`src/rtl/seg7_scan.sv`:
```
`default_nettype none
// ============================================================================
//  Module      : seg7_scan
//  Description : Eight-digit multiplexed seven-segment scanner. A prescaler
//                steps a digit index every DIV cycles; writes are buffered
//                and only take effect at a frame boundary, so a frame never
//                shows a mix of old and new values. Optional leading-zero
//                blanking.
//  Revision    : 1.0 - initial release
// ============================================================================
module seg7_scan #(
  parameter int unsigned DIV = 50000
) (
  input  logic        clk,
  input  logic        resetn,
  input  logic        wr_en,
  input  logic [31:0] wr_data,
  input  logic        blank_lz,
  output logic [7:0]  num_csn,
  output logic [6:0]  num_a_g,
  output logic [31:0] disp_value,
  output logic        frame_done
);

  // Prescaler width; DIV is at least 2 so $clog2 is at least 1.
  localparam int CNT_W = $clog2(DIV);
  localparam logic [CNT_W-1:0] C_CNT_LAST = CNT_W'(DIV - 1);

  // Registered state
  logic [CNT_W-1:0] cnt_q, cnt_d;
  logic [2:0]       idx_q, idx_d;
  logic [31:0]      shadow_q, shadow_d;
  logic [31:0]      pending_q, pending_d;
  logic             pend_v_q, pend_v_d;
  logic [7:0]       num_csn_q, num_csn_d;
  logic [6:0]       num_a_g_q, num_a_g_d;
  logic             frame_done_q, frame_done_d;

  // Combinational helpers
  logic             tick;
  logic             boundary;
  logic [3:0]       cur_nibble;
  logic [2:0]       msnz;
  logic             blank_digit;

  // Hex nibble to active-high segment pattern, bit6=a ... bit0=g.
  function automatic logic [6:0] seg_decode(input logic [3:0] nib);
    logic [6:0] seg;
    case (nib)
      4'h0:    seg = 7'h7e;
      4'h1:    seg = 7'h30;
      4'h2:    seg = 7'h6d;
      4'h3:    seg = 7'h79;
      4'h4:    seg = 7'h33;
      4'h5:    seg = 7'h5b;
      4'h6:    seg = 7'h5f;
      4'h7:    seg = 7'h70;
      4'h8:    seg = 7'h7f;
      4'h9:    seg = 7'h7b;
      4'ha:    seg = 7'h77;
      4'hb:    seg = 7'h1f;
      4'hc:    seg = 7'h4e;
      4'hd:    seg = 7'h3d;
      4'he:    seg = 7'h4f;
      default: seg = 7'h47;
    endcase
    return seg;
  endfunction

  // Prescaler and digit index: tick on the last prescaler count, frame
  // boundary on the tick that leaves digit 7.
  always_comb begin
    tick     = (cnt_q == C_CNT_LAST);
    boundary = tick && (idx_q == 3'd7);
    cnt_d    = tick ? '0 : cnt_q + CNT_W'(1);
    idx_d    = tick ? idx_q + 3'd1 : idx_q;
  end

  // Write buffering: a write landing on the boundary cycle bypasses the
  // pending register so the newest value wins; otherwise the pending value
  // is promoted at the boundary.
  always_comb begin
    shadow_d  = shadow_q;
    pending_d = pending_q;
    pend_v_d  = pend_v_q;
    if (boundary && wr_en) begin
      shadow_d = wr_data;
      pend_v_d = 1'b0;
    end else if (boundary && pend_v_q) begin
      shadow_d = pending_q;
      pend_v_d = 1'b0;
    end else if (wr_en) begin
      pending_d = wr_data;
      pend_v_d  = 1'b1;
    end
  end

  // Most-significant nonzero nibble; stays 0 for an all-zero shadow so
  // digit 0 is never blanked.
  always_comb begin
    msnz = 3'd0;
    for (int k = 0; k < 8; k++) begin
      if (shadow_q[4*k +: 4] != 4'd0) begin
        msnz = 3'(k);
      end
    end
  end

  // Output stage inputs: digit select, decoded segments with blanking,
  // and the frame pulse.
  always_comb begin
    cur_nibble   = shadow_q[{idx_q, 2'b00} +: 4];
    blank_digit  = blank_lz && (idx_q > msnz);
    num_csn_d    = ~(8'b0000_0001 << idx_q);
    num_a_g_d    = blank_digit ? 7'h00 : seg_decode(cur_nibble);
    frame_done_d = boundary;
  end

  // State and output registers with synchronous active-low reset; reset
  // takes priority over any write in the same cycle.
  always_ff @(posedge clk) begin
    if (!resetn) begin
      cnt_q        <= '0;
      idx_q        <= 3'd0;
      shadow_q     <= 32'd0;
      pending_q    <= 32'd0;
      pend_v_q     <= 1'b0;
      num_csn_q    <= 8'hff;
      num_a_g_q    <= 7'h00;
      frame_done_q <= 1'b0;
    end else begin
      cnt_q        <= cnt_d;
      idx_q        <= idx_d;
      shadow_q     <= shadow_d;
      pending_q    <= pending_d;
      pend_v_q     <= pend_v_d;
      num_csn_q    <= num_csn_d;
      num_a_g_q    <= num_a_g_d;
      frame_done_q <= frame_done_d;
    end
  end

  assign num_csn    = num_csn_q;
  assign num_a_g    = num_a_g_q;
  assign frame_done = frame_done_q;
  assign disp_value = shadow_q;

endmodule
`default_nettype wire

```
`config.mk`:
```
export PLATFORM = sky130hd
export DESIGN_NAME = seg7_scan
export DESIGN_NICKNAME = d
export VERILOG_FILES = /design/src/rtl/seg7_scan.sv
export SDC_FILE = /design/constraint.sdc
export NUM_CORES = 1
export LEC_CHECK = 0
export CORE_ASPECT_RATIO = 0.8
export CORE_MARGIN = 3
export CORE_UTILIZATION = 40
export CTS_CLUSTER_SIZE = 12
export DETAILED_ROUTE_END_ITERATION = 7
export HOLD_SLACK_MARGIN = 0.03
export PLACE_DENSITY = 0.61
export SLEW_MARGIN = 25
export SYNTH_ARGS = -nofsm -noshare
export SYNTH_HDL_FRONTEND = slang
export SYNTH_SLANG_ARGS = --single-unit
```
`constraint.sdc`:
```
create_clock -name clk -period 3.2 [get_ports clk]
set_clock_uncertainty 0.1 [all_clocks]
set_input_delay 0.48 -clock clk [delete_from_list [all_inputs] [get_ports clk]]
set_output_delay 0.48 -clock clk [all_outputs]
set_load 0.02 [all_outputs]
```
## Word-level counts from Yosys, hierarchy flattened

Memory sizes are Yosys's and may differ from the RTL's. A register that Yosys moved wholly into a read port is not among the register bits.
Index checks and enable logic that the tools add are counted.

- Bitwise logic cells: 4
- Multiplexer cells: 9
- Equality and inequality tests: 2
- $lt $le $gt $ge: 1
- Shifts and indexed selects: 2
- Reduce and logical (&&, ||, !) cells: 16
- Add/sub/neg operators: 2

Operators with widths:

| cell | count |
|---|---|
| two-way mux 32 bit | 2 |
| indexed part select 32 x 6 -> 4 bit | 1 |
| nonzero test 4 bit | 7 |
| two-way mux 3 bit | 6 |
| adder 16 x 1 -> 16 bit, second input constant | 1 |
| equality test 16 bit, second input constant | 1 |
| inverter 8 bit | 1 |
| << shifter 1 x 3 -> 8 bit, first input constant | 1 |
| logical AND 1 bit | 4 |
| OR reduction 2 bit | 2 |
| adder 3 x 1 -> 3 bit, second input constant | 1 |
| equality test 3 bit, second input constant | 1 |
| > comparator 3 bit | 1 |
| inverter 1 bit | 3 |
| AND reduction 3 bit | 1 |
| OR reduction 3 bit | 1 |
| nonzero test 2 bit | 1 |
| two-way mux 1 bit | 1 |

- Output and inout bits: 48
- Word-level logic and storage cells: 44
- Bits in read-only memories: 112
- Register bits: 93
- Memories: 1
- Input bits: 36

Memory list:

| memory | depth | bits a word | read ports | clocked after Yosys merged registers in | write ports | RTL line | RTL |
|---|---|---|---|---|---|---|---|
| (no name shown) | 16 | 7 | 1 | 1 | 0 | 49 | `case (nib)` |

## Logic depth before layout (Yosys ltp)

- Depth in word-level cells: 11
- Depth in mapped cells: 11
- Mapped depth without buffers: 11

## Worst setup path after synthesis

No wires, ideal clock.

- Kind: register to register
- Start point: register idx_q[0]
- End point: register num_a_g_q[0], in the netlist num_a_g[0]
- Setup slack: 767 ps
- Buffers on the path: 1
- Cell stages (with the launch flop): 8
- Clock period less this slack: 2433 ps
- Library setup time: 95 ps
- Data arrival time: 2238 ps
- Data required time: 3005 ps
- Cell sequence: dfxtp_1 buf_6 mux4_1 mux2i_1 inv_1 ha_1 mux2_2 a221oi_1

- Cells in the longest elaborated chain, start to end: 3
- Elaborated cells on any way between the ends: 4
- Those cells by class: 1 x order compare; 1 x shift; 2 x reduce/logical

Ends and longest elaborated chain:

| what | RTL line | RTL |
|---|---|---|
| from (decl) | 31 | `logic [2:0] idx_q, idx_d;` |
| from (signal assigned) | 133 | `idx_q <= idx_d;` |
| branches (longest 3 deep; another with indexed part select 32 x 6 -> 4 bit) | n/a |  |
| to (decl) | 36 | `logic [6:0] num_a_g_q, num_a_g_d;` |

Parallel ways; which one is timed is not known.
A chain may end at the register's enable or synchronous reset.

## Worst setup path after layout

- Start point: register shadow_q[9], in the netlist disp_value[9]
- End point: register num_a_g_q[3], in the netlist num_a_g[3]

- Cells in the longest elaborated chain, start to end: 10
- Elaborated cells on any way between the ends: 11
- Those cells by class: 1 x order compare; 1 x shift; 6 x mux; 3 x reduce/logical

Ends and longest elaborated chain:

| what | RTL line | RTL |
|---|---|---|
| from (decl) | 32 | `logic [31:0] shadow_q, shadow_d;` |
| from (signal assigned) | 134 | `shadow_q <= shadow_d;` |
| nonzero test 4 bit | 103 | `if (shadow_q[4*k +: 4] != 4'd0) begin` |
| two-way mux 3 bit (6 in a row) | 103 |  |
| > comparator 3 bit | 113 | `blank_digit = blank_lz && (idx_q > msnz);` |
| logical AND 1 bit | 113 |  |
| OR reduction 2 bit (no line) | n/a |  |

Several ways; a longest one is shown, not always the timed one.

==> run metrics <==
status finished clean; Final ANT Viol Nets 0; fin crit period around 2.6 ns; Final setup viols 0; ys flop type dfxtp_1; critical path endpoint category flip-flop; Skew-Pair Late Insertion Delay approximately 0.34 ns; Levels on crit path 11; Synth Area in Adders 4.78%; CTS root buf clkbuf_16; Psw between 0.5 and 0.6 mW; drt wl/cell around 16 µm; Worst EP required 3.32 ns; Post-synth EDFFs 0; Compound-Gate Fraction of Synth Area between 10% and 20%; CTS Buffer Depth 2; synthesized instance count ~490; P_leak about 2.1 nW; WP data arrival between 2 and 3 ns; total core area between 10,000 and 15,000 µm²; final worst setup slack between 0.5 and 0.6 ns; area grow syn2layout 29.6%; Fin. Hold Viols 0; Nets roughly 620; Distinct cells, synth 48; clock slew at reported path FFs around 0.07 ns; first-pass GRT wire length approximately 18,000 µm; GR peak layer met2; initial antenna violation count 0; hold path cells 2; GP Congestion just under 0.9; commonest non-fill, non-tap cell in the layout dfxtp_1; synthesized area between 4000 and 5000 µm²; worst-path fanout max 8; Overall Global Routing Usage a little under a fifth; first drt pass iteration count 4; IO Port Bufs a little over 80; Power Density ~460 nW/µm²; grt met2 use 28.8%; synth warn 0; Cell Int Power between 2 and 2.5 mW; Max-Slew Margin vs Limit ~62%; Max Cap Viol 0; slowest stage delay, CP 0.46 ns; register area share after synthesis 45.0%; synthesized area per cell 9.07 µm²; full die area roughly 12,000 µm²; Tightest Pin Transition between 0.5 and 0.6 ns; DP Worst Slack between 0.6 and 0.7 ns; largest net degree at the start of global routing 55; placed cell count about 690; number of global-route vias before repair 3,520; total gr overflow 0; Slowest cell on crit path o21ai_1; #FFs+latches synth 100; Hold WS between 0.3 and 0.4 ns; top-level I/O count 84; CTS tree built; cell chain of the critical path nor4_1, o41ai_1, a21boi_0, o21ai_0, nand2_1, ha_1, nand3_1, o211ai_1, o21ai_1, nand2b_1, o22ai_2; R2R depth 11; Post-Syn Nets approximately 540; Filler cells 989; Post-Layout Cell Count slightly above 700; switching part of the total power about 21%; Post-CTS Resized 0; critical path class reg -> reg; Max Slew Vio Count 0; Die Span X 124 µm; multiplexer share of the synthesized area between 5 and 6%; worst path bufs/invs 0; Synth Area in XOR/XNOR under 10%; DR iter-0 viols ~310; ys async rst share 0%; period utilization between 80 and 90%; most frequent cells in the layout 100 x dfxtp_1, 83 x nand2_1, 82 x clkdlybuf4s50_1; starting density of the core 42.3%; DRC viols 0; unrepaired setup endpoints after global routing false; detailed-route via count ~3,700; postcts setup bufs 0; HP Class in -> reg; DRT Wirelength between 10,000 and 15,000 µm; Inserted Diodes 0; register share of total power about half; critical path startpoint category flip-flop; layout cell share with drive strength beyond 1 8.44%; placed wire-length estimate between 7000 and 8000 µm; clock power share between 40% and 50%; maximum vdd drop between 0.2 and 0.25 mV; setup TNS 0 ns; die height approximately 100 µm; FMAX ~380 MHz; combinational fraction of design power under 10%; GR Util met1 between 20% and 30%; Core Rows 33; largest family of logic cells by synthesized area simple AND/OR/NAND/NOR gates; CTS Buf Count 9; Hold-fix buffers, CTS 0; CP delay by family, top compound AO/OA/AOI/OAI gates; Synth Area in Simple Gates 19.7%; CTS H-Tree Depth 3; Via density roughly 5.2; met3 Use GR 4.06%; Num Clock Sinks 100
[cells in the mapped netlist (2+ instances only)]
cell type / instances / area (µm²)
dfxtp_1: 100 / 2000
a221oi_1: 4 / 35.0
clkbuf_1: 22 / 82.6
nand3_1: 42 / 210
buf_6: 2 / 22.5
o21ai_1: 3 / 15.0
nor3_1: 4 / 20.0
mux2i_1: 3 / 30.0
inv_1: 7 / 26.3
nor4_1: 6 / 37.5
a22oi_1: 32 / 240
nor2b_1: 5 / 31.3
xnor2_1: 8 / 70.1
mux4_2: 7 / 158
a21boi_1: 4 / 30.0
nand4_1: 3 / 18.8
a21oi_1: 4 / 20.0
and2_1: 4 / 25.0
a21boi_0: 29 / 218
and4bb_2: 2 / 25.0
ha_1: 17 / 213
and3_1: 5 / 31.3
buf_2: 8 / 40.0
xor2_1: 7 / 61.3
nor2_1: 25 / 93.8
nand2_1: 83 / 312
o21ai_0: 34 / 170
[worst register-to-register path, delay by kind of cell (launching register included)]
| family | cells | cell delay (ns) |
|---|---|---|
| compound gates | 6 | 1.02 |
| flops | 1 | 0.35 |
| fa+ha+maj | 1 | 0.23 |
| simple gates | 4 | 0.78 |
[flip-flops by register name, summed over array words and instances, names as in the netlist]
name	cells
cnt_q	16
disp_value	32
frame_done	1
idx_q	3
num_a_g	7
num_csn	8
pend_v_q	1
pending_q	32
[layer usage]
layer	vias up	share of wire, %	wire length, µm
met3	19	4.7	528
li1	1888	-	-
met5	-	0	0
met2	85	46	5200
met4	0	1.6	177
met1	1715	47	5320
[stage by stage]
stage / util, % / power (mW) / area [µm²]
2_1_floorplan: - / 1.39 / 4450
5_1_grt: 54.8 / 2.72 / 5770
4_1_cts: 54.8 / 2.67 / 5770
3_5_place_dp: 51.6 / 1.47 / 5440
3_3_place_gp: 51.6 / 1.46 / 5440
6_report: 54.8 / 2.64 / 5770
[cells by family (layout without fill, tap and decap cells)]
family,after synthesis,after routing
compound gates,119,119
xor+xnor,15,15
fa+ha+maj,17,17
buf+inv,41,119
flops,100,100
mux,13,13
simple gates,186,186
[cell type report]
type	count	area, µm²	share of cell area [%]
Clock buffer	12	267	4.62
Clock inverter	3	68.8	1.19
Inverter	9	33.8	0.585
Multi-Input combinational cell	350	2290	39.6
Sequential cell	100	2000	34.7
Tap cell	140	175	3.03
Timing Repair Buffer	95	941	16.3
[power by group through the flow]
stage,combinational (mW),sequential [mW],clock [mW]
6_report,0.144,1.29,1.20
5_1_grt,0.158,1.30,1.27
4_1_cts,0.145,1.29,1.23
3_5_place_dp,0.144,1.32,0
3_3_place_gp,0.142,1.32,0
2_1_floorplan,0.0626,1.32,0
[worst paths after layout]
check,start,end,slack [ns]
setup reg to reg,disp_value[9],num_a_g[3],0.60
setup / recovery,disp_value[9],num_a_g[3],0.60
hold reg to reg,pending_q[3],pending_q[3],0.37
hold / removal,resetn,num_csn[3],0.31
No activity file was read; power rests on OpenSTA's default activity.
